### src/rtl/mem_access_unit.sv
// mem_access_unit
// Bridges a single-outstanding CPU load/store request onto a 64-byte data
// RAM port.  Illegal requests get an immediate error response without any
// RAM access.  The RAM read latency is 1 + DELAY cycles.
// Optional feature: define MAU_ALIGN_CHECK_EN to reject misaligned half and
// word accesses.  Without it, misaligned accesses go to the RAM unmodified.
module mem_access_unit #(
    parameter int BIT_WIDTH = 32,
    parameter int DELAY     = 0
) (
    input  logic                 clk,
    input  logic                 rst_n,
    input  logic                 req_valid,
    output logic                 req_ready,
    input  logic                 req_wr,
    input  logic [31:0]          req_addr,
    input  logic [BIT_WIDTH-1:0] req_wdata,
    input  logic [1:0]           req_size,
    input  logic                 req_signed,
    output logic                 resp_valid,
    input  logic                 resp_ready,
    output logic [BIT_WIDTH-1:0] resp_rdata,
    output logic                 resp_err,
    output logic [BIT_WIDTH-1:0] ram_data,
    output logic [5:0]           ram_addr,
    output logic                 ram_wren,
    output logic                 ram_isSigned,
    output logic [1:0]           ram_dataSize,
    input  logic [BIT_WIDTH-1:0] ram_q,
    output logic                 busy
);

    // The WAIT counter only has to reach DELAY.
    localparam int CW = (DELAY < 1) ? 1 : $clog2(DELAY + 1);

    typedef enum logic [1:0] {IDLE, ISSUE, WAIT, RESP} state_t;

    state_t                 state_q;
    logic                   req_ready_q;
    logic                   wr_q;
    logic [CW-1:0]          cnt_q;
    logic                   resp_valid_q;
    logic                   resp_err_q;
    logic [BIT_WIDTH-1:0]   resp_rdata_q;
    logic [BIT_WIDTH-1:0]   ram_data_q;
    logic [5:0]             ram_addr_q;
    logic                   ram_wren_q;
    logic                   ram_signed_q;
    logic [1:0]             ram_size_q;
    logic                   req_err_d;

    // Decide whether the presented request is illegal (out of range, reserved size, optionally misaligned).
    always_comb begin
        req_err_d = (|req_addr[31:6]) || (req_size == 2'b11);
`ifdef MAU_ALIGN_CHECK_EN
        if ((req_size == 2'b01) && req_addr[0])
            req_err_d = 1'b1;
        if ((req_size == 2'b10) && (req_addr[1:0] != 2'b00))
            req_err_d = 1'b1;
`else
        req_err_d = req_err_d;
`endif
    end

    // Access sequencer: accepts a request, strobes or reads the RAM, then holds the response until taken.
    always_ff @(posedge clk or negedge rst_n) begin
        if (!rst_n) begin
            state_q      <= IDLE;
            req_ready_q  <= 1'b0;
            wr_q         <= 1'b0;
            cnt_q        <= '0;
            resp_valid_q <= 1'b0;
            resp_err_q   <= 1'b0;
            resp_rdata_q <= '0;
            ram_data_q   <= '0;
            ram_addr_q   <= '0;
            ram_wren_q   <= 1'b0;
            ram_signed_q <= 1'b0;
            ram_size_q   <= '0;
        end else begin
            case (state_q)
                IDLE: begin
                    req_ready_q <= 1'b1;
                    if (req_valid && req_ready_q) begin
                        req_ready_q <= 1'b0;
                        wr_q        <= req_wr;
                        if (req_err_d) begin
                            state_q      <= RESP;
                            resp_valid_q <= 1'b1;
                            resp_err_q   <= 1'b1;
                            resp_rdata_q <= '0;
                        end else begin
                            state_q      <= ISSUE;
                            ram_addr_q   <= req_addr[5:0];
                            ram_size_q   <= req_size;
                            ram_signed_q <= req_signed;
                            ram_data_q   <= req_wdata;
                            ram_wren_q   <= req_wr;
                        end
                    end
                end
                ISSUE: begin
                    ram_wren_q <= 1'b0;
                    cnt_q      <= '0;
                    if (wr_q) begin
                        state_q      <= RESP;
                        resp_valid_q <= 1'b1;
                        resp_err_q   <= 1'b0;
                        resp_rdata_q <= '0;
                    end else begin
                        state_q <= WAIT;
                    end
                end
                WAIT: begin
                    if (cnt_q == CW'(DELAY)) begin
                        state_q      <= RESP;
                        cnt_q        <= '0;
                        resp_valid_q <= 1'b1;
                        resp_err_q   <= 1'b0;
                        resp_rdata_q <= ram_q;
                    end else begin
                        cnt_q <= cnt_q + CW'(1);
                    end
                end
                RESP: begin
                    if (resp_ready) begin
                        state_q      <= IDLE;
                        req_ready_q  <= 1'b1;
                        resp_valid_q <= 1'b0;
                        resp_err_q   <= 1'b0;
                        resp_rdata_q <= '0;
                    end
                end
                default: begin
                    state_q <= IDLE;
                end
            endcase
        end
    end

    assign req_ready    = req_ready_q;
    assign resp_valid   = resp_valid_q;
    assign resp_err     = resp_err_q;
    assign resp_rdata   = resp_rdata_q;
    assign ram_data     = ram_data_q;
    assign ram_addr     = ram_addr_q;
    assign ram_wren     = ram_wren_q;
    assign ram_isSigned = ram_signed_q;
    assign ram_dataSize = ram_size_q;
    assign busy         = (state_q != IDLE);

endmodule

### config.mk
export PLATFORM = sky130hd
export DESIGN_NAME = mem_access_unit
export DESIGN_NICKNAME = d
export VERILOG_FILES = /design/src/rtl/mem_access_unit.sv
export SDC_FILE = /design/constraint.sdc
export NUM_CORES = 1
export LEC_CHECK = 0
export ABC_AREA = 1
export BUFFER_PORTS_ARGS = -buffer_cell sky130_fd_sc_hd__buf_2
export CORE_MARGIN = 3
export CORE_UTILIZATION = 51
export DETAILED_ROUTE_END_ITERATION = 8
export PLACE_DENSITY_LB_ADDON = 0.12
export SLEW_MARGIN = 10
export SYNTH_ARGS = -nofsm -noshare
export SYNTH_HDL_FRONTEND = slang
export SYNTH_SLANG_ARGS = --single-unit
### constraint.sdc
create_clock -name clk -period 2.3 [get_ports clk]
set_input_delay 0.46 -clock clk [delete_from_list [all_inputs] [get_ports clk]]
set_output_delay 0.46 -clock clk [all_outputs]
set_load 0.05 [all_outputs]
==> impl_metrics.csv, run 1 <==
group,metric,value,unit
status,outcome,"completed",
place,placed_cells,769,
setup_path,r2r_slack,0.40,ns
floorplanning,io_pins,182,
place,io_buffers,181,
detailed_routing,drtPass1Iterations,4,
setup_path,crit_buf_inv,3,
synth,synth_top_family_by_area,"simple AND/OR/NAND/NOR gates",
floorplanning,core,7370,um^2
hold_path,hp-class,"input pin to asynchronous set/reset pin",
grt,gr-total-overflow,0,
detailed_routing,drt_iter0_drc,100,
cts,cts_max_path_buffers,2,
final_layout,design_area,5021,um^2
synth,netlist-cell-type-count,23,
grt,antenna_found_initial,0,
synth,yosys.area.top_type,"dfrtp_1",
synth,synth_xor_area_share,0,%
floorplanning,core.rowCount,31,
floorplanning,die_x,93.97,um
timing,holdWs,0.1255,ns
pwr,vdd_ir_drop_max,0.0005949,V
final_layout,final_cells,784,
grt,grt_pass1_wl,15500,um
setup_path,cp_slowest_stage_delay,0.42,ns
setup_path,end_kind,"output port",
floorplanning,die_h,93.97,um
synth,synth_compound_area_share,6.151,%
cts,cts_resized,0,
cts,cts_max_level,3,
setup_path,crit_chain,"inv_1, ha_1, inv_2, buf_2",
timing,tns,0,ns
floorplanning,die_area,8829,um^2
setup_path,cp-start-kind,"flip-flop",
synth,synth_nets,613,
grt,grt_pass1_vias,3562,
timing,finalClockSkew,0.008714,ns
timing,period_minus_slack,1.959,ns
setup_path,critical-path-top-delay-family,"buffers and inverters",
synth,synth_top_area_share,50.73,%
synth,synth.area.mux_share,0.2854,%
setup_path,path_class,"flip-flop to output port",
detailed_routing,drt_wl_total,9463,um
synth,synth_ff_type,"dfrtp_1",
place,place_hpwl,6897,um
synth,synth_fa_ha_area_share,1.268,%
timing,rsz0062_at_grt,"false",
place,dpl_cell_area,4867,um^2
timing,finalMaxSlewViolations,0,
cts,clock_sinks,80,
final_layout,final_nets,789,
synth,ys_warn_count,0,
cts,clk_latency,0.33,ns
synth,synth_area_leaders,"dfrtp_1, nand2_1, nor2_1",
timing,tightestPinTransition,0.6204,ns
final_layout,multiInputGateArea,1520,um^2
detailed_routing,avgRoutedWirePerCell,12.07,um
setup_path,path_max_fanout,5,
detailed_routing,drc,0,
pwr,leakagePower,3.301,nW
detailed_routing,ant_nets,0,
cts,cts_tree,"done",
final_layout,area_delta_synth_final,27.24,%
cts,cts-buffers-inserted,9,
timing,finalCritPeriodShare,85.16,%
synth,ys_seq_area_share,50.73,%
cts,clkSlewWorstSetupHoldPaths,0.08,ns
timing,slew_headroom,58.64,%
cts,cts_hold_buf,0,
timing,timing.fmax,510.6,MHz
grt,grt.total_usage,21.98,%
setup_path,slowest_stage,"dfrtp_1",
cts,cts-root-buf,"clkbuf_8",
floorplanning,initial_core_util,53.55,%
synth,yosys_register_bits,80,
flow_run,drv_cap,0,
synth,yosysMostFrequentCell,"nand2_1",
final_layout,num_antenna_cells,0,
pwr,fin_total_pwr,0.004733,W
synth,synth_area_per_cell,7.814,um^2
cts,cts_setup_buffers,0,
timing,setup_viol,0,
synth,synth-simple-area-share,30.69,%
place,place.gp.congestion,0.8439,
pwr,p_per_area,942.7,nW/um^2
final_layout,area.sequential,2002,um^2
timing,finalHoldViolCount,0,
synth,synthCells,505,
setup_path,cp.arrival,1.50,ns
final_layout,drive_gt1_share,33.58,%
detailed_routing,avgViaCountPerCell,4.765,
grt,grt_max_degree,48,
synth,synth_edf_count,0,
synth,synth_common_cells,"nand2_1, nor2_1, dfrtp_1",
setup_path,worstPathRequired,1.84,ns
detailed_routing,vias,3736,
synth,ys_async_sr_fraction,100.0,%
synth,syn_area,3946,um^2
final_layout,fill_cells,653,
[state kept, by name, indices dropped and copies added, names as in the netlist]
register	flops
resp_err	1
ram_isSigned	1
ram_addr	6
state_q	2
ram_dataSize	2
resp_valid	1
wr_q	1
req_ready	1
resp_rdata	32
ram_wren	1
ram_data	32
[layer usage]
layer	routed length, um	part of all wire [%]	vias to the layer above	global-route usage, %
met1	4010	42	1719	26.03
met5	0	0	-	0
met4	152	1.6	0	9.266
met2	4674	49	120	38.50
li1	-	-	1881	-
met3	626	6.6	16	4.647
[cells in the final DEF (no fill, tap or decap), types with 2 or more instances in the layout]
cell,n
clkbuf_1,2
inv_1,61
nor2_2,19
clkbuf_8,9
buf_2,180
nand3_1,36
nand2_1,134
ha_1,4
nor2_1,90
nand2_4,2
buf_4,9
a21oi_1,43
clkinv_2,3
dfrtp_1,80
[area by class of cell]
class                           count  area share, %
Sequential cell                    80          39.87
Multi-Input combinational cell    338          30.28
Timing Repair Buffer              190          19.69
Inverter                           62          4.635
Clock buffer                       11          2.616
Tap cell                           99          2.467
Clock inverter                      4         0.4485
[metrics by stage]
| stage | worst slack (ns) | util [%] |
|---|---|---|
| after floorplan | 0.5488 | - |
| after global placement | 0.4250 | 66.04 |
| after detailed placement | 0.3735 | 66.04 |
| after CTS | 0.3101 | 68.13 |
| after global routing | 0.1776 | 68.13 |
| final | 0.3414 | 68.13 |
[power breakdown]
group          internal, W  switching, W
Combinational     0.000590       0.00157
Clock             0.000381      0.000468
Sequential         0.00161      0.000116
[worst reg2reg max path, delay by kind of cell (launching register included)]
kind	cells	cell delay, ns
muxes	1	0.37
adders and majority gates	1	0.30
DFF	1	0.40
and+or+nand+nor	1	0.21
buffers and inverters	3	0.51
[path summary, 6_finish.rpt]
check / cells after the start / to / startpoint
min: 1 / ram_data[23] / rst_n
max in group asynchronous: 2 / resp_rdata[27] / rst_n
min in group clk: 3 / ram_data[9] / req_wdata[9]
min reg2reg: 2 / resp_rdata[21] / resp_rdata[21]
max: 4 / busy / state_q[1]
max reg2reg: 6 / wr_q / state_q[0]
[kinds of logic after synthesis]
family / count (synthesis)
buf+inv: 87
compound gates: 47
mux: 1
fa+ha+maj: 4
simple gates: 286
flops: 80
Note: power is estimated with default switching activity, not from simulation.
==> inputs of run 2 (changes only) <==
- CORE_ASPECT_RATIO: not set -> 2
- SETUP_SLACK_MARGIN: not set -> 0.15
==> run 2 against run 1 <==
Register-to-register slack lost 0.03 ns; wire length up 6.2%; global-route usage up 1.4 points; count of clock-buffer cells in the layout increased by 2; via count rose by 0.29%; worst setup slack got worse by 0.013 ns; total power up 13%; combinational power about the same; first-iteration DRC count increased by 100%; critical path type unchanged; critical endpoint unchanged; largest cell class unchanged.
==> impl_metrics.csv, run 2 (same netlist as run 1, synthesis figures left out) <==
group,metric,value,unit
status,outcome,"completed",
final_layout,area_delta_synth_final,30.53,%
setup_path,path_max_fanout,8,
floorplanning,io_pins,182,
timing,tns,0,ns
grt,grt_use_met2,41.81,%
timing,finalCritPeriodShare,85.71,%
detailed_routing,drc,0,
cts,cts-buffers-inserted,9,
final_layout,layout_common_cells,"buf_2, nand2_1, nor2_1",
detailed_routing,vias,3747,
cts,cts_max_level,3,
grt,grt_pass1_wl,15760,um
detailed_routing,avgRoutedWirePerCell,12.96,um
grt,gr-total-overflow,0,
cts,clkSlewWorstSetupHoldPaths,0.05,ns
detailed_routing,ant_nets,0,
setup_path,r2r_cells,7,
pwr,vdd_ir_drop_max,0.0008728,V
grt,grt_max_degree,48,
grt,grt_use_met1,25.04,%
final_layout,drive_gt1_share,33.53,%
setup_path,path_class,"flip-flop to output port",
grt,grt.total_usage,23.40,%
timing,fin_ws,0.3287,ns
place,io_buffers,181,
detailed_routing,avgViaCountPerCell,4.835,
timing,finalClockSkew,0.003784,ns
floorplanning,die_area,8893,um^2
setup_path,r2r_slack,0.37,ns
cts,cts_max_path_buffers,2,
place,place.gp.congestion,0.8559,
timing,rsz0062_at_grt,"false",
setup_path,end_kind,"output port",
floorplanning,initial_core_util,53.49,%
place,place_hpwl,7478,um
timing,finalMaxSlewViolations,0,
floorplanning,die_x,68.20,um
pwr,p_per_area,1036,nW/um^2
cts,cts_tree,"done",
grt,busiest_layer,"met2",
setup_path,worstPathRequired,1.84,ns
floorplanning,core,7377,um^2
final_layout,num_antenna_cells,0,
grt,antenna_found_initial,0,
cts,clock_sinks,80,
final_layout,final_nets,786,
final_layout,final_common_cell,"buf_2",
timing,slew_headroom,63.25,%
detailed_routing,drtPass1Iterations,4,
cts,cts_hold_buf,0,
grt,grt_util_met3,5.560,%
timing,timing.fmax,507.3,MHz
cts,cts-root-buf,"clkbuf_16",
place,placed_cells,759,
floorplanning,die_h,130.4,um
final_layout,final_cells,775,
timing,period_minus_slack,1.971,ns
setup_path,cp.arrival,1.51,ns
place,pre_cts_ws,0.2554,ns
floorplanning,core.rowCount,44,
cts,clk_latency,0.33,ns
setup_path,cp-start-kind,"flip-flop",
pwr,leakagePower,3.359,nW
final_layout,fill_cells,637,
setup_path,r2r-start,"state_q[0]",
flow_run,drv_cap,0,
detailed_routing,drt_wl_total,10050,um
timing,tightestPinTransition,0.5512,ns
detailed_routing,drt_iter0_drc,200,
hold_path,hp-class,"input pin to asynchronous set/reset pin",
cts,cts_setup_buffers,0,
timing,finalHoldViolCount,0,
grt,grt_pass1_vias,3560,
setup_path,reg2reg_to,"ram_dataSize[1]",
timing,setup_viol,0,
==> run 2: worst max path at each step <==
stage / startpoint / endpoint / slack (ns) / cells past startpoint
6_report: state_q[0] / busy / 0.33 / 4
5_1_grt: state_q[0] / resp_rdata[30] / 0.26 / 11
4_1_cts: state_q[0] / busy / 0.19 / 4
3_5_place_dp: state_q[0] / ram_dataSize[1] / 0.26 / 7
3_3_place_gp: state_q[0] / ram_dataSize[1] / 0.35 / 7
2_1_floorplan: state_q[0] / resp_rdata[0] / 0.55 / 12
==> run 2: area by class of cell <==
class                      count  area [um^2]  share of cell area [%]
sequential                    80         2002                   38.86
multi-input combinational    338         1523                   29.56
timing repair buffer         187        978.4                   18.99
clock buffer                  13        260.3                   5.052
inverter                      62        232.7                   4.518
tap                           92        115.1                   2.235
clock inverter                 3        40.04                  0.7773
==> run 2: report_power, final <==
| part | switching [W] | total (W) | internal [W] |
|---|---|---|---|
| logic | 0.00159 | 0.00219 | 0.000600 |
| clock network | 0.000519 | 0.00142 | 0.000896 |
| registers | 0.000115 | 0.00173 | 0.00162 |
==> run 2: per-stage QoR <==
stage	utilization [%]	hold slack, ns	area (um^2)	power [W]
2_1_floorplan	-	0.1644	3946	0.003408
3_3_place_gp	65.72	0.4412	4848	0.003903
3_5_place_dp	65.72	0.4438	4848	0.003951
4_1_cts	69.79	0.08413	5149	0.005382
5_1_grt	69.83	0.09346	5151	0.005685
6_report	69.83	0.07447	5151	0.005336
==> run 2: per-layer routing <==
metal | part of all wire (%) | vias up
met2 | 54 | 122
met3 | 5.6 | 32
met5 | 0 | -
met1 | 37 | 1714
met4 | 3.7 | 0
li1 | - | 1879
==> run 2: worst max-delay path, cell delays in order (launching register included) <==
cell and delay [ns]:
dfrtp_1 0.40, inv_1 0.13, ha_2 0.32, inv_2 0.10, buf_2 0.22
==> run 2: repair_timing <==
item / CTS / global route
resized for setup: 0 / 1
hold endpoints to repair: 0 / 0
setup endpoints to repair: 0 / 11
==> inputs of run 3 (changes only) <==
- CORE_UTILIZATION: 51 -> 50
==> run 3 against run 2 <==
Sequential share of layout area shrank 0.066 points; non-clock buffer count grew 2; clock power is essentially flat; register-to-register slack gained 0.05 ns; global-route usage shrank 0.57 points; wire length shrank 1.7%; clock skew grew 0.0012 ns; combinational power is essentially flat.
==> impl_metrics.csv, run 3 (same netlist as run 1, synthesis figures left out) <==
group,metric,value,unit
status,outcome,"completed",
timing,tns,0,ns
setup_path,r2r-start,"state_q[0]",
grt,busiest_layer,"met2",
floorplanning,io_pins,182,
grt,gr-total-overflow,0,
detailed_routing,avgRoutedWirePerCell,12.68,um
detailed_routing,drtPass1Iterations,4,
setup_path,crit_chain,"inv_1, ha_2, inv_2, buf_2",
place,place_hpwl,7420,um
detailed_routing,drt_iter0_drc,180,
cts,cts_max_level,3,
hold_path,hp-class,"input pin to asynchronous set/reset pin",
grt,grt_util_met3,3.849,%
final_layout,final_common_cell,"buf_2",
flow_run,drv_cap,0,
timing,timing.fmax,512.1,MHz
setup_path,path_class,"flip-flop to output port",
setup_path,crit_buf_inv,3,
grt,grt.total_usage,22.83,%
timing,finalCritPeriodShare,84.91,%
cts,clkSlewWorstSetupHoldPaths,0.06,ns
setup_path,critPathLaunch,"state_q[0]",
setup_path,cp.arrival,1.49,ns
detailed_routing,avgViaCountPerCell,4.796,
cts,cts_max_path_buffers,2,
cts,clock_sinks,80,
floorplanning,die_x,68.82,um
floorplanning,core.rowCount,45,
setup_path,cp-start-kind,"flip-flop",
grt,antenna_found_initial,0,
setup_path,path_max_fanout,8,
floorplanning,die_area,9059,um^2
grt,grt_pass1_wl,15880,um
grt,grt_use_met2,40.18,%
floorplanning,initial_core_util,51.54,%
setup_path,worstPathRequired,1.84,ns
detailed_routing,ant_nets,0,
cts,clk_latency,0.33,ns
floorplanning,core,7657,um^2
cts,cts-buffers-inserted,9,
detailed_routing,drt_wl_total,9874,um
floorplanning,die_h,131.6,um
final_layout,final_nets,788,
place,place.gp.congestion,0.8515,
timing,tightestPinTransition,0.5580,ns
final_layout,area_delta_synth_final,30.75,%
timing,period_minus_slack,1.953,ns
pwr,fin_total_pwr,0.005348,W
pwr,leakagePower,3.365,nW
final_layout,layout_common_cells,"buf_2, nand2_1, nor2_1",
cts,cts-root-buf,"clkbuf_16",
grt,grt_max_degree,43,
pwr,vdd_ir_drop_max,0.0008948,V
timing,finalMaxSlewViolations,0,
grt,grt_use_met1,24.01,%
timing,finalHoldViolCount,0,
setup_path,critical-path-top-delay-family,"buffers and inverters",
final_layout,num_antenna_cells,0,
cts,cts_tree,"done",
timing,finalClockSkew,0.005031,ns
pwr,p_per_area,1036,nW/um^2
detailed_routing,vias,3736,
timing,setup_viol,0,
setup_path,cp_slowest_stage_delay,0.40,ns
place,io_buffers,181,
grt,grt_pass1_vias,3620,
cts,cts_hold_buf,0,
setup_path,end_kind,"output port",
detailed_routing,drc,0,
timing,rsz0062_at_grt,"false",
final_layout,drive_gt1_share,33.72,%
setup_path,slowest_stage,"dfrtp_1",
timing,slew_headroom,62.80,%
==> run 3: worst paths after layout <==
path                              endpoint  slack, ns  depth (start not counted)
max                                   busy       0.35                          4
min in group clk               ram_data[4]       0.37                          3
max in group asynchronous  ram_dataSize[0]       1.55                          2
min                           ram_data[27]        0.1                          1
min reg2reg                 resp_rdata[23]       0.47                          2
max reg2reg                ram_dataSize[0]       0.42                          7
==> run 3: worst register-to-register path, stage by stage (launching register included) <==
cell     delay (ns)
dfrtp_1        0.40
inv_1          0.14
ha_2           0.31
inv_2          0.10
nor2_4         0.19
nand2_4        0.32
nor2_1         0.25
nor2_1         0.07
==> run 3: power by group <==
part | leakage (nW) | internal, W | switching [W] | total [W]
Combinational | 2.13 | 0.000606 | 0.00159 | 0.00219
Sequential | 1.09 | 0.00162 | 0.000117 | 0.00173
Clock | 0.150 | 0.000896 | 0.000525 | 0.00142
Total | 3.36 | 0.00312 | 0.00223 | 0.00535
==> run 3: final cells by class <==
type                    instances  area [um^2]
well taps                      94        117.6
fillers                       675         2497
multi-input cells             338         1523
clock buffers                  13        260.3
repair buffers                189        984.7
clock inverters                 3        40.04
inverters                      62        232.7
flip-flops and latches         80         2002
==> run 3: layer usage <==
layer / part of all wire [%] / vias up
li1: - / 1891
met1: 35 / 1689
met2: 55 / 126
met3: 5.4 / 30
met4: 4.4 / 0
met5: 0 / -
==> run 3: timing repair <==
item,4_1_cts,5_1_grt
resized for setup,0,2
setup endpoints to repair,0,6
buffers inserted,0,0
==> run 3: metrics by stage <==
stage / setup slack (ns) / area [um^2] / cells / hold slack, ns / util, %
after floorplan: 0.5488 / 3946 / 505 / 0.1644 / -
after global placement: 0.3414 / 4853 / 763 / 0.4495 / 63.38
after detailed placement: 0.3159 / 4853 / 763 / 0.4570 / 63.38
after CTS: 0.2219 / 5154 / 779 / 0.1140 / 67.30
after global routing: 0.2634 / 5160 / 779 / 0.1329 / 67.39
final: 0.3472 / 5160 / 779 / 0.09708 / 67.39
